### src/rtl/combo_detector_if.sv
// rtl/combo_detector_if.sv - move handshake bundle between combo_detector and fighter logic
interface combo_detector_if;
  logic       move_valid;
  logic [2:0] move_code;
  logic       move_drop;
  logic       move_ack;

  modport master (output move_valid, output move_code, output move_drop, input move_ack);
  modport slave  (input move_valid, input move_code, input move_drop, output move_ack);
endinterface

### src/rtl/combo_detector.sv
// rtl/combo_detector.sv - special-move sequence recogniser with valid/ack move output
// Optional macro COMBO_SUPER_EN: 4-deep history and super move (code 6).
module combo_detector #(
  parameter int unsigned WINDOW = 15000000,
  parameter int unsigned CNT_W  = 24
) (
  input  logic             clk,
  input  logic             rst_n,
  input  logic             btn_up,
  input  logic             btn_down,
  input  logic             btn_left,
  input  logic             btn_right,
  input  logic             btn_punch,
  input  logic             btn_kick,
  input  logic             facing_right,
  combo_detector_if.master mif
);

`ifdef COMBO_SUPER_EN
  localparam int DEPTH = 4;
`else
  localparam int DEPTH = 3;
`endif

  localparam logic [2:0] TOK_NONE = 3'd0;
  localparam logic [2:0] TOK_DOWN = 3'd1;
  localparam logic [2:0] TOK_FWD  = 3'd2;
  localparam logic [2:0] TOK_BACK = 3'd3;
  localparam logic [2:0] TOK_UP   = 3'd4;

  localparam logic [8:0] UPPERCUT_SEQ  = {TOK_FWD, TOK_DOWN, TOK_FWD};
  localparam logic [5:0] FIREBALL_SEQ  = {TOK_DOWN, TOK_FWD};
  localparam logic [5:0] HURRICANE_SEQ = {TOK_DOWN, TOK_BACK};
`ifdef COMBO_SUPER_EN
  localparam logic [11:0] SUPER_SEQ    = {TOK_DOWN, TOK_FWD, TOK_DOWN, TOK_FWD};
`endif

  localparam logic [CNT_W-1:0] WIN = CNT_W'(WINDOW);

  typedef enum logic {S_IDLE, S_PENDING} state_t;

  logic [DEPTH-1:0][2:0] hist_q, hist_d;
  logic [CNT_W-1:0]      cnt_q, cnt_d;
  state_t                state_q, state_d;
  logic                  valid_q, valid_d;
  logic                  drop_q, drop_d;
  logic [2:0]            code_q, code_d;

  logic       fwd_btn, back_btn, is_move;
  logic [2:0] dir_tok, new_code;

  assign fwd_btn  = facing_right ? btn_right : btn_left;
  assign back_btn = facing_right ? btn_left  : btn_right;
  assign is_move  = btn_punch | btn_kick;

  always_comb begin
    dir_tok = TOK_NONE;
    if (btn_down)      dir_tok = TOK_DOWN;
    else if (fwd_btn)  dir_tok = TOK_FWD;
    else if (back_btn) dir_tok = TOK_BACK;
    else if (btn_up)   dir_tok = TOK_UP;
  end

  // Matches use the history as registered, i.e. before this cycle's token.
  always_comb begin
    new_code = 3'd0;
    if (btn_punch) begin
      if (hist_q[2:0] == UPPERCUT_SEQ)      new_code = 3'd2;
      else if (hist_q[1:0] == FIREBALL_SEQ) new_code = 3'd1;
      else                                  new_code = 3'd4;
`ifdef COMBO_SUPER_EN
      if (hist_q == SUPER_SEQ)              new_code = 3'd6;
`endif
    end else if (btn_kick) begin
      if (hist_q[1:0] == HURRICANE_SEQ)     new_code = 3'd3;
      else                                  new_code = 3'd5;
    end
  end

  always_comb begin
    hist_d = hist_q;
    cnt_d  = cnt_q;
    if (is_move) begin
      hist_d = '0;
      cnt_d  = '0;
    end else if (dir_tok != TOK_NONE) begin
      hist_d = {hist_q[DEPTH-2:0], dir_tok};
      cnt_d  = '0;
    end else if (cnt_q != WIN) begin
      cnt_d = cnt_q + 1'b1;
      if (cnt_q == WIN - 1'b1) hist_d = '0;
    end
  end

  always_comb begin
    state_d = state_q;
    valid_d = valid_q;
    code_d  = code_q;
    drop_d  = 1'b0;
    case (state_q)
      S_IDLE: begin
        if (is_move) begin
          valid_d = 1'b1;
          code_d  = new_code;
          state_d = S_PENDING;
        end
      end
      S_PENDING: begin
        if (mif.move_ack) begin
          if (is_move) begin
            code_d = new_code;
          end else begin
            valid_d = 1'b0;
            state_d = S_IDLE;
          end
        end else if (is_move) begin
          drop_d = 1'b1;
        end
      end
    endcase
  end

  always_ff @(posedge clk or negedge rst_n) begin
    if (!rst_n) begin
      hist_q  <= '0;
      cnt_q   <= '0;
      state_q <= S_IDLE;
      valid_q <= 1'b0;
      drop_q  <= 1'b0;
      code_q  <= 3'd0;
    end else begin
      hist_q  <= hist_d;
      cnt_q   <= cnt_d;
      state_q <= state_d;
      valid_q <= valid_d;
      drop_q  <= drop_d;
      code_q  <= code_d;
    end
  end

  assign mif.move_valid = valid_q;
  assign mif.move_code  = code_q;
  assign mif.move_drop  = drop_q;

endmodule
### src/flat_wrapper.sv
// flat-port wrapper written by rule: the top's interface ports become plain ports
module combo_detector_flat 
#(
  parameter int unsigned WINDOW = 15000000,
  parameter int unsigned CNT_W  = 24
)
  (clk, rst_n, btn_up, btn_down, btn_left, btn_right, btn_punch, btn_kick, facing_right, mif_move_valid, mif_move_code, mif_move_drop, mif_move_ack);
  combo_detector_if mif_i ();
  input  logic clk;
  input  logic rst_n;
  input  logic btn_up;
  input  logic btn_down;
  input  logic btn_left;
  input  logic btn_right;
  input  logic btn_punch;
  input  logic btn_kick;
  input  logic facing_right;
  output wire logic [$bits(mif_i.move_valid)-1:0] mif_move_valid;
  output wire logic [$bits(mif_i.move_code)-1:0] mif_move_code;
  output wire logic [$bits(mif_i.move_drop)-1:0] mif_move_drop;
  input wire logic [$bits(mif_i.move_ack)-1:0] mif_move_ack;
  assign mif_move_valid = mif_i.move_valid;
  assign mif_move_code = mif_i.move_code;
  assign mif_move_drop = mif_i.move_drop;
  assign mif_i.move_ack = mif_move_ack;
  combo_detector #(.WINDOW(WINDOW), .CNT_W(CNT_W)) u_core (.clk(clk), .rst_n(rst_n), .btn_up(btn_up), .btn_down(btn_down), .btn_left(btn_left), .btn_right(btn_right), .btn_punch(btn_punch), .btn_kick(btn_kick), .facing_right(facing_right), .mif(mif_i));
endmodule
### config.mk
export PLATFORM = sky130hd
export DESIGN_NAME = combo_detector_flat
export DESIGN_NICKNAME = d
export VERILOG_FILES = /design/src/rtl/combo_detector_if.sv /design/src/rtl/combo_detector.sv /design/src/flat_wrapper.sv
export SDC_FILE = /design/constraint.sdc
export NUM_CORES = 1
export LEC_CHECK = 0
export ABC_AREA = 1
export BUFFER_PORTS_ARGS = -buffer_cell sky130_fd_sc_hd__buf_2
export CORE_MARGIN = 1
export CORE_UTILIZATION = 54
export DETAILED_ROUTE_END_ITERATION = 6
export PLACE_DENSITY = 0.83
export SETUP_SLACK_MARGIN = 0.5
export SYNTH_ARGS = -nofsm -noshare
export SYNTH_HDL_FRONTEND = slang
export SYNTH_SLANG_ARGS = --single-unit
### constraint.sdc
create_clock -name clk -period 1.5 [get_ports clk]
set_input_delay 0.225 -clock clk [delete_from_list [all_inputs] [get_ports clk]]
set_output_delay 0.225 -clock clk [all_outputs]
set_load 0.03 [all_outputs]
==> results of run 1 <==
## cells in the mapped netlist, drive strengths merged
library cell	n	share of area [%]
a21boi	1	0.32
a21oi	6	1.3
a31oi	1	0.27
and2	1	0.27
buf	1	0.48
clkbuf	1	0.16
clkinv	1	0.21
dfrtp	39	41
ha	2	1.1
inv	37	5.9
nand2	91	16
nand3	45	11
nand3b	1	0.32
nand4	7	2.1
nor2	73	14
nor3	5	1.3
o21a	1	0.32
o21ai	7	1.6
o21bai	2	0.64
or2	1	0.27
xnor2	2	0.74
xor2	3	1.1
## final timing paths
kind / startpoint / endpoint / slack (ns) / cells past startpoint
setup / recovery: u_core.cnt_q[19] / u_core.cnt_q[0] / -0.03 / 8
hold / removal: btn_up / u_core.hist_q[2] / 0.20 / 3
setup reg to reg: u_core.cnt_q[19] / u_core.cnt_q[0] / -0.03 / 8
hold reg to reg: u_core.state_q / u_core.mif.move_valid / 0.46 / 1
max in group asynchronous: rst_n / u_core.cnt_q[18] / 0.83 / 3
min in group asynchronous: rst_n / u_core.cnt_q[7] / 0.42 / 3
## what timing repair did
item | CTS | global route
gates resized for setup | 27 | 58
endpoints found under the hold margin | 39 | 0
pin swaps | 12 | 30
setup buffers | 11 | 18
gates cloned | 0 | 2
setup endpoints to repair | 41 | 41
hold buffers | 1 | 0
## power by group
group          total, mW  switching, mW  internal [mW]
registers           1.09         0.0199           1.07
logic              0.225          0.140         0.0851
clock network      0.729          0.403          0.326
total               2.05          0.562           1.48
## cells in the final DEF (no fill, tap or decap), types with 3 or more instances in the layout
cell	count
sky130_fd_sc_hd__nand2_1	72
sky130_fd_sc_hd__nand3_4	3
sky130_fd_sc_hd__clkbuf_8	5
sky130_fd_sc_hd__nand3_2	7
sky130_fd_sc_hd__inv_2	7
sky130_fd_sc_hd__nand2_2	14
sky130_fd_sc_hd__dfrtp_1	31
sky130_fd_sc_hd__nor2_4	11
sky130_fd_sc_hd__nor3_1	3
sky130_fd_sc_hd__dfrtp_2	8
sky130_fd_sc_hd__buf_4	35
sky130_fd_sc_hd__nor2_2	20
sky130_fd_sc_hd__nand2_4	5
sky130_fd_sc_hd__buf_6	13
sky130_fd_sc_hd__inv_1	30
sky130_fd_sc_hd__nand3_1	35
sky130_fd_sc_hd__a21oi_1	5
sky130_fd_sc_hd__nand4_1	6
sky130_fd_sc_hd__nor2_1	42
sky130_fd_sc_hd__buf_2	9
sky130_fd_sc_hd__xor2_1	3
## area by class of cell
type | instances | area (um2)
clock buffer | 6 | 72.6
fill | 226 | 851
inverter | 38 | 148
clock inverter | 2 | 12.5
sequential | 39 | 986
multi-input combinational | 251 | 1490
timing repair buffer | 58 | 464
tap | 50 | 62.6
## state kept, by name, summed over array words and instances, names as in the netlist
signal and flops:
u_core.cnt_q 24, u_core.mif.move_valid 1, u_core.mif.move_drop 1, u_core.state_q 1, u_core.mif.move_code 3, u_core.hist_q 9
## cell families (layout without fill, tap and decap cells)
family	count (synthesis)	in the layout
AOI/OAI and AO/OA	18	18
xor gates and xnor gates	5	5
buffers and inverters	40	104
adders and majority gates	2	2
and+or+nand+nor	224	226
DFF	39	39
## layer usage
metal,up-vias,track usage [%]
li1,1177,-
met1,1225,36.2
met2,161,43.6
met3,41,4.50
met4,0,10.2
met5,-,0
## worst max-delay path: cells and delay by family, from the launching register on
| kind | cells | cell delay [ns] |
|---|---|---|
| and+or+nand+nor | 8 | 0.94 |
| DFF | 1 | 0.47 |
## per-stage QoR
stage | std cells | worst slack, ns | instance area (um2)
6_report | 444 | -0.0257 | 3240
5_1_grt | 444 | -0.0748 | 3240
4_1_cts | 424 | 0.0661 | 2890
3_5_place_dp | 404 | 0.0253 | 2620
3_3_place_gp | 404 | 0.0805 | 2620
2_1_floorplan | 328 | 0.157 | 2400
==> flow_metrics.env, run 1 <==
export IMPL_crit_top_cell="sky130_fd_sc_hd__nor2_4"
export IMPL_syn_inst=328
export IMPL_mappedNetlistNets=340
export IMPL_period_share_pct=102
export IMPL_setup_total_negative_slack_ns=-0.0629
export IMPL_drive_above_1_share_pct=38.6
export IMPL_min_period_ns=1.53
export IMPL_number_of_ports_placed_on_the_die_boundary=15
export IMPL_synth_compound_gate_area_share_pct=4.46
export IMPL_synth_top_family_by_area="simple AND/OR/NAND/NOR gates"
export IMPL_htree_levels=2
export IMPL_holdCritPathClass="input port to flip-flop"
export IMPL_cap_violations=0
export IMPL_synth_sequential_area_ratio_pct=41.4
export IMPL_post_route_util_pct=79.2
export IMPL_critPathKind="flip-flop to flip-flop"
export IMPL_die_x_um=68.1
export IMPL_grt_resource_usage_total_pct=27.1
export IMPL_core_region_area_um2=4090
export IMPL_highest_signal_layer="met4"
export IMPL_synth_lib_cells_used_distinct=34
export IMPL_globalRoute_totalOverflow=0
export IMPL_synthToLayoutAreaGrowth_pct=37.3
export IMPL_worst_slew_pin_slew_ns=0.341
export IMPL_total_leakage_power_nw=1.49
export IMPL_yosys_area_share_xor_xnor_pct=1.86
export IMPL_fin_worst_skew_ns=0.00784
export IMPL_yosysWarnings=0
export IMPL_outcome="finished with violations"
export IMPL_detail_route_drc_violations=0
export IMPL_worst_ir_drop_vdd_uv=376
export IMPL_drt_pre_antenna_iters=5
export IMPL_report_final_setup_viol=5
export IMPL_antenna_cells=0
export IMPL_globalplace_congestion=0.916
export IMPL_drt_initial_drc_count=292
export IMPL_report_final_hold_viol_count=0
export IMPL_tritoncts="done"
export IMPL_worst_setup_path_start_kind="flip-flop"
export IMPL_nNetsFinal=405
export IMPL_clockRootBuffer="sky130_fd_sc_hd__clkbuf_8"
export IMPL_standard_cell_row_count=23
export IMPL_routed_vias_inst=5.86
export IMPL_timing_slew_headroom_pct=77.2
export IMPL_largest_net_degree_at_the_start_of_global_routing=22
export IMPL_hpwlAfterDp_um=4080
export IMPL_worstPathArrival_ns=1.72
export IMPL_holdWs_ns=0.203
export IMPL_cp_slowest_stage_delay_ns=0.47
export IMPL_wl_met1_um=3010
export IMPL_grt_pass1_wl_um=9270
export IMPL_grt_pass1_vias=2070
export IMPL_postSynthAreaPerCell_um2=7.18
export IMPL_failing_checks="setup timing"
export IMPL_detail_route_antenna_nets=0
export IMPL_ys_seq_elements=39
export IMPL_die_area_um2=4630
export IMPL_critical_path_peak_fanout=5
export IMPL_cp_data_required_time_ns=1.69
export IMPL_max_clock_freq_ghz=0.655
export IMPL_ctsLongestPathBuffers=2
export IMPL_wirelength_per_cell_um=17.1
export IMPL_post_layout_total_power_mw=2.05
export IMPL_cts_sinks=39
export IMPL_post_synth_mux_area_share_pct=0
export IMPL_vias_post_dr=2604
export IMPL_power_density_cell_area_nw_per_um2=632
export IMPL_syn_cell_area_um2=2360
export IMPL_port_buffers=14
export IMPL_postLayoutSetupSlackWorst_ns=-0.0257
export IMPL_floorplan_initialDensity_pct=57.7
export IMPL_report_final_slew_viol_count=0
export IMPL_critical_path_endpoint_type="flip-flop"
export IMPL_dr_wl_met3_um=631
export IMPL_detail_route_wirelength_um=7570
export IMPL_synth_simple_area_share_pct=44.5
export IMPL_met2RoutedLength_um=3620
export IMPL_overall_die_height_um=68.1
export IMPL_initial_antenna_violation_count=0
export IMPL_rsz0062_at_grt="yes"
export IMPL_critical_path_slowest_cell="sky130_fd_sc_hd__dfrtp_2"
export IMPL_crit_path_cell_trace="nor2_1, nand2_2, nor2_4, nand2_2, nor2_4, nor2_4, nand2_1, nand2_1"
export IMPL_cts_buffers=5
export IMPL_clk_transition_reported_paths_ns=0.08
export IMPL_synth_adder_area_share_pct=1.06
export IMPL_clk_insertion_delay_late_ns=0.30
(Power assumes the default switching activity.)
==> inputs of run 2 (changes only) <==
--- a/config.mk
+++ b/config.mk
@@ -7,10 +7,13 @@
 export LEC_CHECK = 0
 export ABC_AREA = 1
 export BUFFER_PORTS_ARGS = -buffer_cell sky130_fd_sc_hd__buf_2
+export CELL_PAD_IN_SITES_DETAIL_PLACEMENT = 1
+export CELL_PAD_IN_SITES_GLOBAL_PLACEMENT = 1
 export CORE_MARGIN = 1
-export CORE_UTILIZATION = 54
+export CORE_UTILIZATION = 41
+export CTS_BUF_LIST = sky130_fd_sc_hd__clkbuf_2 sky130_fd_sc_hd__clkbuf_4 sky130_fd_sc_hd__clkbuf_8
 export DETAILED_ROUTE_END_ITERATION = 6
-export PLACE_DENSITY = 0.83
+export PLACE_DENSITY = 0.85
 export SETUP_SLACK_MARGIN = 0.5
 export SYNTH_ARGS = -nofsm -noshare
 export SYNTH_HDL_FRONTEND = slang
==> run 2 against run 1 <==
Against the previous run:
- the flow still finishes with violations (setup timing)
- setup slack got worse by 0.048 ns
- critical path depth decreased by 2
- power increased by 3.7%
- routed wire length increased by 28%
- via count decreased by 0.12%
- maximum frequency decreased by 3.0%
- first-iteration DRC count decreased by 42%
- critical endpoint is now u_core.hist_q[5]
==> flow_metrics.env, run 2 (same netlist as run 1, synthesis figures left out) <==
export IMPL_outcome="finished with violations"
export IMPL_failing_checks="setup timing"
export IMPL_core_region_area_um2=5510
export IMPL_tritoncts="done"
export IMPL_grt_resource_usage_total_pct=29.6
export IMPL_wl_met1_um=3740
export IMPL_critical_path_peak_fanout=5
export IMPL_detail_route_antenna_nets=0
export IMPL_cts_sinks=39
export IMPL_worst_hold_path_depth=4
export IMPL_worstPathArrival_ns=1.78
export IMPL_register_name_with_the_most_flops="u_core.cnt_q"
export IMPL_initial_antenna_violation_count=0
export IMPL_finalNonFillerCells=466
export IMPL_critical_path_reg2reg_startpoint="u_core.cnt_q[7]"
export IMPL_seq_area_um2=991
export IMPL_highest_signal_layer="met4"
export IMPL_r2r_setup_slack_ns=-0.07
export IMPL_clockRootBuffer="sky130_fd_sc_hd__clkbuf_8"
export IMPL_cts_buffers=5
export IMPL_multi_input_comb_area_um2=1490
export IMPL_worst_setup_path_start_kind="flip-flop"
export IMPL_postPlaceCellArea_um2=2660
export IMPL_synthToLayoutAreaGrowth_pct=39.0
export IMPL_holdCritStartpoint="btn_down"
export IMPL_report_final_setup_viol=14
export IMPL_holdWs_ns=0.180
export IMPL_nNetsFinal=405
export IMPL_min_period_ns=1.57
export IMPL_worstRegToRegCells=6
export IMPL_die_x_um=77.8
export IMPL_drt_pre_antenna_iters=4
export IMPL_report_final_slew_viol_count=0
export IMPL_most_common_layout_cells="sky130_fd_sc_hd__nand2_1, sky130_fd_sc_hd__nor2_1, sky130_fd_sc_hd__buf_4"
export IMPL_endpoint_of_the_lowest_slack_register_to_register_path="u_core.hist_q[5]"
export IMPL_standard_cell_row_count=27
export IMPL_port_buffers=14
export IMPL_detail_route_wirelength_um=9660
export IMPL_globalplace_congestion=0.801
export IMPL_hpwlAfterDp_um=4940
export IMPL_htree_levels=2
export IMPL_post_layout_total_power_mw=2.12
export IMPL_cp_data_required_time_ns=1.70
export IMPL_overall_die_height_um=77.8
export IMPL_clk_transition_reported_paths_ns=0.09
export IMPL_die_area_um2=6050
export IMPL_power_density_cell_area_nw_per_um2=648
export IMPL_floorplan_initialDensity_pct=42.8
export IMPL_critical_path_endpoint_type="flip-flop"
export IMPL_clk_insertion_delay_late_ns=0.31
export IMPL_total_leakage_power_nw=1.50
export IMPL_globalRoute_totalOverflow=0
export IMPL_met2RoutedLength_um=4940
export IMPL_max_clock_freq_ghz=0.636
export IMPL_postLayoutSetupSlackWorst_ns=-0.0734
export IMPL_fin_worst_skew_ns=0.00668
export IMPL_ctsLongestPathBuffers=2
export IMPL_worst_ir_drop_vdd_uv=351
export IMPL_timing_slew_headroom_pct=70.7
export IMPL_endpoint_with_the_worst_hold_slack="u_core.hist_q[1]"
export IMPL_mostFrequentLayoutCell="sky130_fd_sc_hd__nand2_1"
export IMPL_antenna_cells=0
export IMPL_report_final_hold_viol_count=0
export IMPL_drive_above_1_share_pct=39.3
export IMPL_holdCritPathClass="input port to flip-flop"
export IMPL_design_area_final_um2=3270
export IMPL_wirelength_per_cell_um=20.7
export IMPL_num_fill_cells=700
export IMPL_drt_initial_drc_count=170
export IMPL_rsz0062_at_grt="yes"
export IMPL_grt_pass1_vias=2683
export IMPL_detail_route_drc_violations=0
export IMPL_dr_wl_met3_um=402
export IMPL_worst_slew_pin_slew_ns=0.438
export IMPL_critPathKind="flip-flop to flip-flop"
export IMPL_post_place_cells=425
export IMPL_grt_pass1_wl_um=13400
export IMPL_vias_post_dr=2601
export IMPL_cap_violations=0
export IMPL_period_share_pct=105
export IMPL_largest_register_ff_count=24
export IMPL_number_of_ports_placed_on_the_die_boundary=15
export IMPL_routed_vias_inst=5.58
export IMPL_largest_net_degree_at_the_start_of_global_routing=40
[run 2: layout make-up]
| class | instances | area share (%) |
|---|---|---|
| clock buffer | 6 | 2.33 |
| clock inverter | 2 | 0.382 |
| inverter | 38 | 4.59 |
| multi-input combinational | 250 | 45.4 |
| sequential | 39 | 30.3 |
| tap | 72 | 2.75 |
| timing repair buffer | 59 | 14.3 |
[run 2: how the worst max path moves through the flow]
stage                    start          endpoint  slack [ns]
2_1_floorplan  u_core.cnt_q[0]  u_core.cnt_q[11]        0.16
3_3_place_gp   u_core.cnt_q[1]  u_core.cnt_q[18]        0.02
3_5_place_dp   u_core.cnt_q[0]   u_core.cnt_q[4]       -0.03
4_1_cts        u_core.cnt_q[1]  u_core.cnt_q[18]        0.04
5_1_grt        u_core.cnt_q[0]  u_core.hist_q[5]       -0.10
6_report       u_core.cnt_q[7]  u_core.hist_q[5]       -0.07
[run 2: power by group]
| group | internal (mW) | switching, mW |
|---|---|---|
| Combinational | 0.0933 | 0.151 |
| Sequential | 1.07 | 0.0209 |
| Clock | 0.344 | 0.439 |
[run 2: critical path, cell delays in order (launching register included)]
cell and delay [ns]:
sky130_fd_sc_hd__dfrtp_1 0.50, sky130_fd_sc_hd__buf_4 0.18, sky130_fd_sc_hd__inv_1 0.05, sky130_fd_sc_hd__nor2_1 0.34, sky130_fd_sc_hd__nand4_4 0.19, sky130_fd_sc_hd__nand3_1 0.13, sky130_fd_sc_hd__nand2_1 0.08
[run 2: repair_timing]
action,CTS,global route
endpoints found under the setup margin,41,43
endpoints found under the hold margin,39,0
gates cloned,0,1
hold buffers,1,0
setup buffers,21,10
pin swaps,17,21
resized for setup,39,46
[run 2: per-layer routing]
layer	vias to the layer above	global-route usage, %
met3	40	5.29
li1	1172	-
met1	1305	34.3
met4	0	17.2
met2	84	50.9
met5	-	0
[run 2: through the flow]
step,worst slack (ns),utilization [%],TNS (ns)
6_report,-0.0734,59.5,-0.356
5_1_grt,-0.102,59.5,-1.62
4_1_cts,0.0421,55.0,0
3_5_place_dp,-0.0342,48.2,-0.0976
3_3_place_gp,0.0151,48.2,0
2_1_floorplan,0.157,-,0
==> inputs of run 3 (changes only) <==
--- a/config.mk
+++ b/config.mk
@@ -13,7 +13,7 @@
 export CORE_UTILIZATION = 41
 export CTS_BUF_LIST = sky130_fd_sc_hd__clkbuf_2 sky130_fd_sc_hd__clkbuf_4 sky130_fd_sc_hd__clkbuf_8
 export DETAILED_ROUTE_END_ITERATION = 6
-export PLACE_DENSITY = 0.85
+export PLACE_DENSITY_LB_ADDON = 0.1
 export SETUP_SLACK_MARGIN = 0.5
 export SYNTH_ARGS = -nofsm -noshare
 export SYNTH_HDL_FRONTEND = slang
==> run 3 against run 2 <==
Against the previous run:
- the flow still finishes with violations (setup timing)
- worst hold slack better by 0.013 ns
- maximum frequency is 2.0% lower
- count of clock-buffer cells in the layout stayed put
- sequential power hardly changed
- via count is 1.2% lower
- first-iteration DRC count is 14% lower
- die area stayed put
- critical endpoint is now u_core.hist_q[8]
==> flow_metrics.env, run 3 (same netlist as run 1, synthesis figures left out) <==
export IMPL_outcome="finished with violations"
export IMPL_failing_checks="setup timing"
export IMPL_mostFrequentLayoutCell="sky130_fd_sc_hd__nand2_1"
export IMPL_finalNonFillerCells=481
export IMPL_cp_data_required_time_ns=1.67
export IMPL_initial_antenna_violation_count=0
export IMPL_most_common_layout_cells="sky130_fd_sc_hd__nand2_1, sky130_fd_sc_hd__buf_4, sky130_fd_sc_hd__nor2_1"
export IMPL_htree_levels=2
export IMPL_cap_violations=0
export IMPL_largest_net_degree_at_the_start_of_global_routing=40
export IMPL_die_x_um=77.8
export IMPL_routed_vias_inst=5.34
export IMPL_antenna_cells=0
export IMPL_report_final_setup_viol=15
export IMPL_globalRoute_totalOverflow=0
export IMPL_critPathKind="flip-flop to flip-flop"
export IMPL_clk_insertion_delay_late_ns=0.30
export IMPL_postLayoutSetupSlackWorst_ns=-0.105
export IMPL_number_of_ports_placed_on_the_die_boundary=15
export IMPL_cp_buffers_inverters=1
export IMPL_grt_pass1_vias=2544
export IMPL_report_final_hold_viol_count=0
export IMPL_drt_initial_drc_count=147
export IMPL_post_place_cells=433
export IMPL_post_route_util_pct=61.9
export IMPL_period_share_pct=107
export IMPL_setup_total_negative_slack_ns=-0.431
export IMPL_holdCritPathClass="input port to flip-flop"
export IMPL_clk_transition_reported_paths_ns=0.09
export IMPL_highest_signal_layer="met4"
export IMPL_fin_worst_skew_ns=0.0123
export IMPL_postPlaceCellArea_um2=2720
export IMPL_grt_resource_usage_total_pct=26.0
export IMPL_largest_register_ff_count=24
export IMPL_drt_pre_antenna_iters=4
export IMPL_register_name_with_the_most_flops="u_core.cnt_q"
export IMPL_rsz0062_at_grt="yes"
export IMPL_detail_route_antenna_nets=0
export IMPL_floorplan_initialDensity_pct=42.8
export IMPL_timing_slew_headroom_pct=79.7
export IMPL_critical_path_slowest_cell="sky130_fd_sc_hd__dfrtp_1"
export IMPL_post_place_ws_ns=-0.0492
export IMPL_drive_above_1_share_pct=44.5
export IMPL_dr_wl_met3_um=293
export IMPL_met2RoutedLength_um=4520
export IMPL_report_final_slew_viol_count=0
export IMPL_cts_buffers=5
export IMPL_detail_route_wirelength_um=8890
export IMPL_core_region_area_um2=5510
export IMPL_cp_slowest_stage_delay_ns=0.46
export IMPL_worst_slew_pin_slew_ns=0.303
export IMPL_grt_pass1_wl_um=12200
export IMPL_total_leakage_power_nw=1.58
export IMPL_r2r_setup_slack_ns=-0.11
export IMPL_die_area_um2=6050
export IMPL_design_area_final_um2=3410
export IMPL_min_period_ns=1.61
export IMPL_clockRootBuffer="sky130_fd_sc_hd__clkbuf_8"
export IMPL_hpwlAfterDp_um=5080
export IMPL_cts_sinks=39
export IMPL_worstPathArrival_ns=1.78
export IMPL_globalplace_congestion=0.808
export IMPL_wl_met1_um=3810
export IMPL_tritoncts="done"
export IMPL_standard_cell_row_count=27
export IMPL_worst_path_dominant_cell_family="simple AND/OR/NAND/NOR gates"
export IMPL_wirelength_per_cell_um=18.5
export IMPL_overall_die_height_um=77.8
export IMPL_port_buffers=14
export IMPL_vias_post_dr=2569
export IMPL_nNetsFinal=420
export IMPL_max_clock_freq_ghz=0.623
export IMPL_synthToLayoutAreaGrowth_pct=44.7
export IMPL_critical_path_endpoint_type="flip-flop"
export IMPL_detail_route_drc_violations=0
export IMPL_critical_path_peak_fanout=4
export IMPL_crit_path_cell_trace="nor2_2, nand3_2, nor2_4, buf_4, nand4_2, nand3_1, nand2_1"
export IMPL_power_density_cell_area_nw_per_um2=612
export IMPL_ctsLongestPathBuffers=2
export IMPL_worst_ir_drop_vdd_uv=422
export IMPL_num_fill_cells=683
export IMPL_worst_setup_path_start_kind="flip-flop"
==> run 3: cell types whose count changed in the layout (fill, tap and decap cells not counted), moves of 5 or more <==
cell | before | now
sky130_fd_sc_hd__buf_4 | 39 | 56
sky130_fd_sc_hd__dfrtp_1 | 27 | 32
sky130_fd_sc_hd__dfrtp_2 | 12 | 7
sky130_fd_sc_hd__nand2_1 | 75 | 69
sky130_fd_sc_hd__nand2_2 | 12 | 17
sky130_fd_sc_hd__nor2_1 | 45 | 39
==> run 3: repair_timing <==
| item | 4_1_cts | 5_1_grt |
|---|---|---|
| hold endpoints to repair | 39 | 0 |
| hold buffers | 1 | 0 |
| resized for setup | 47 | 49 |
| endpoints found under the setup margin | 41 | 41 |
| pin swaps | 19 | 25 |
| buffers inserted | 19 | 19 |
| gates cloned | 0 | 1 |
==> run 3: worst paths after layout <==
path / from / endpoint / cells past startpoint
setup / recovery: u_core.cnt_q[10] / u_core.hist_q[8] / 7
hold / removal: btn_down / u_core.hist_q[1] / 4
setup reg to reg: u_core.cnt_q[10] / u_core.hist_q[8] / 7
hold reg to reg: u_core.state_q / u_core.mif.move_valid / 1
max in group asynchronous: rst_n / u_core.cnt_q[2] / 3
min in group asynchronous: rst_n / u_core.cnt_q[10] / 3
==> run 3: worst reg2reg max path: stages (launching register included) <==
cell,delay [ns]
sky130_fd_sc_hd__dfrtp_1,0.46
sky130_fd_sc_hd__nor2_2,0.19
sky130_fd_sc_hd__nand3_2,0.12
sky130_fd_sc_hd__nor2_4,0.17
sky130_fd_sc_hd__buf_4,0.16
sky130_fd_sc_hd__nand4_2,0.17
sky130_fd_sc_hd__nand3_1,0.11
sky130_fd_sc_hd__nand2_1,0.10
==> run 3: layout make-up <==
| cell class | count | area [um2] | area share (%) |
|---|---|---|---|
| clock buffer | 6 | 76.3 | 2.24 |
| timing repair buffer | 74 | 574 | 16.9 |
| tap | 72 | 90.1 | 2.64 |
| clock inverter | 2 | 12.5 | 0.367 |
| multi-input combinational | 250 | 1520 | 44.7 |
| inverter | 38 | 148 | 4.33 |
| sequential | 39 | 985 | 28.9 |
==> run 3: through the flow <==
stage / hold WS [ns] / total power, mW
detailed placement: 0.218 / 1.29
finish: 0.193 / 2.09
global placement: 0.218 / 1.29
CTS: 0.191 / 2.08
floorplan: -0.0706 / 1.20
global route: 0.202 / 2.15
==> run 3: report_power, final <==
group          total (mW)  switching, mW  internal, mW
combinational       0.235          0.142        0.0937
clock               0.759          0.415         0.344
sequential           1.09         0.0182          1.07
==> run 3: layer usage <==
layer,GRT usage [%],up-vias
met2,44.2,52
li1,-,1203
met4,7.17,0
met1,33.4,1294
met5,0,-
met3,4.94,20
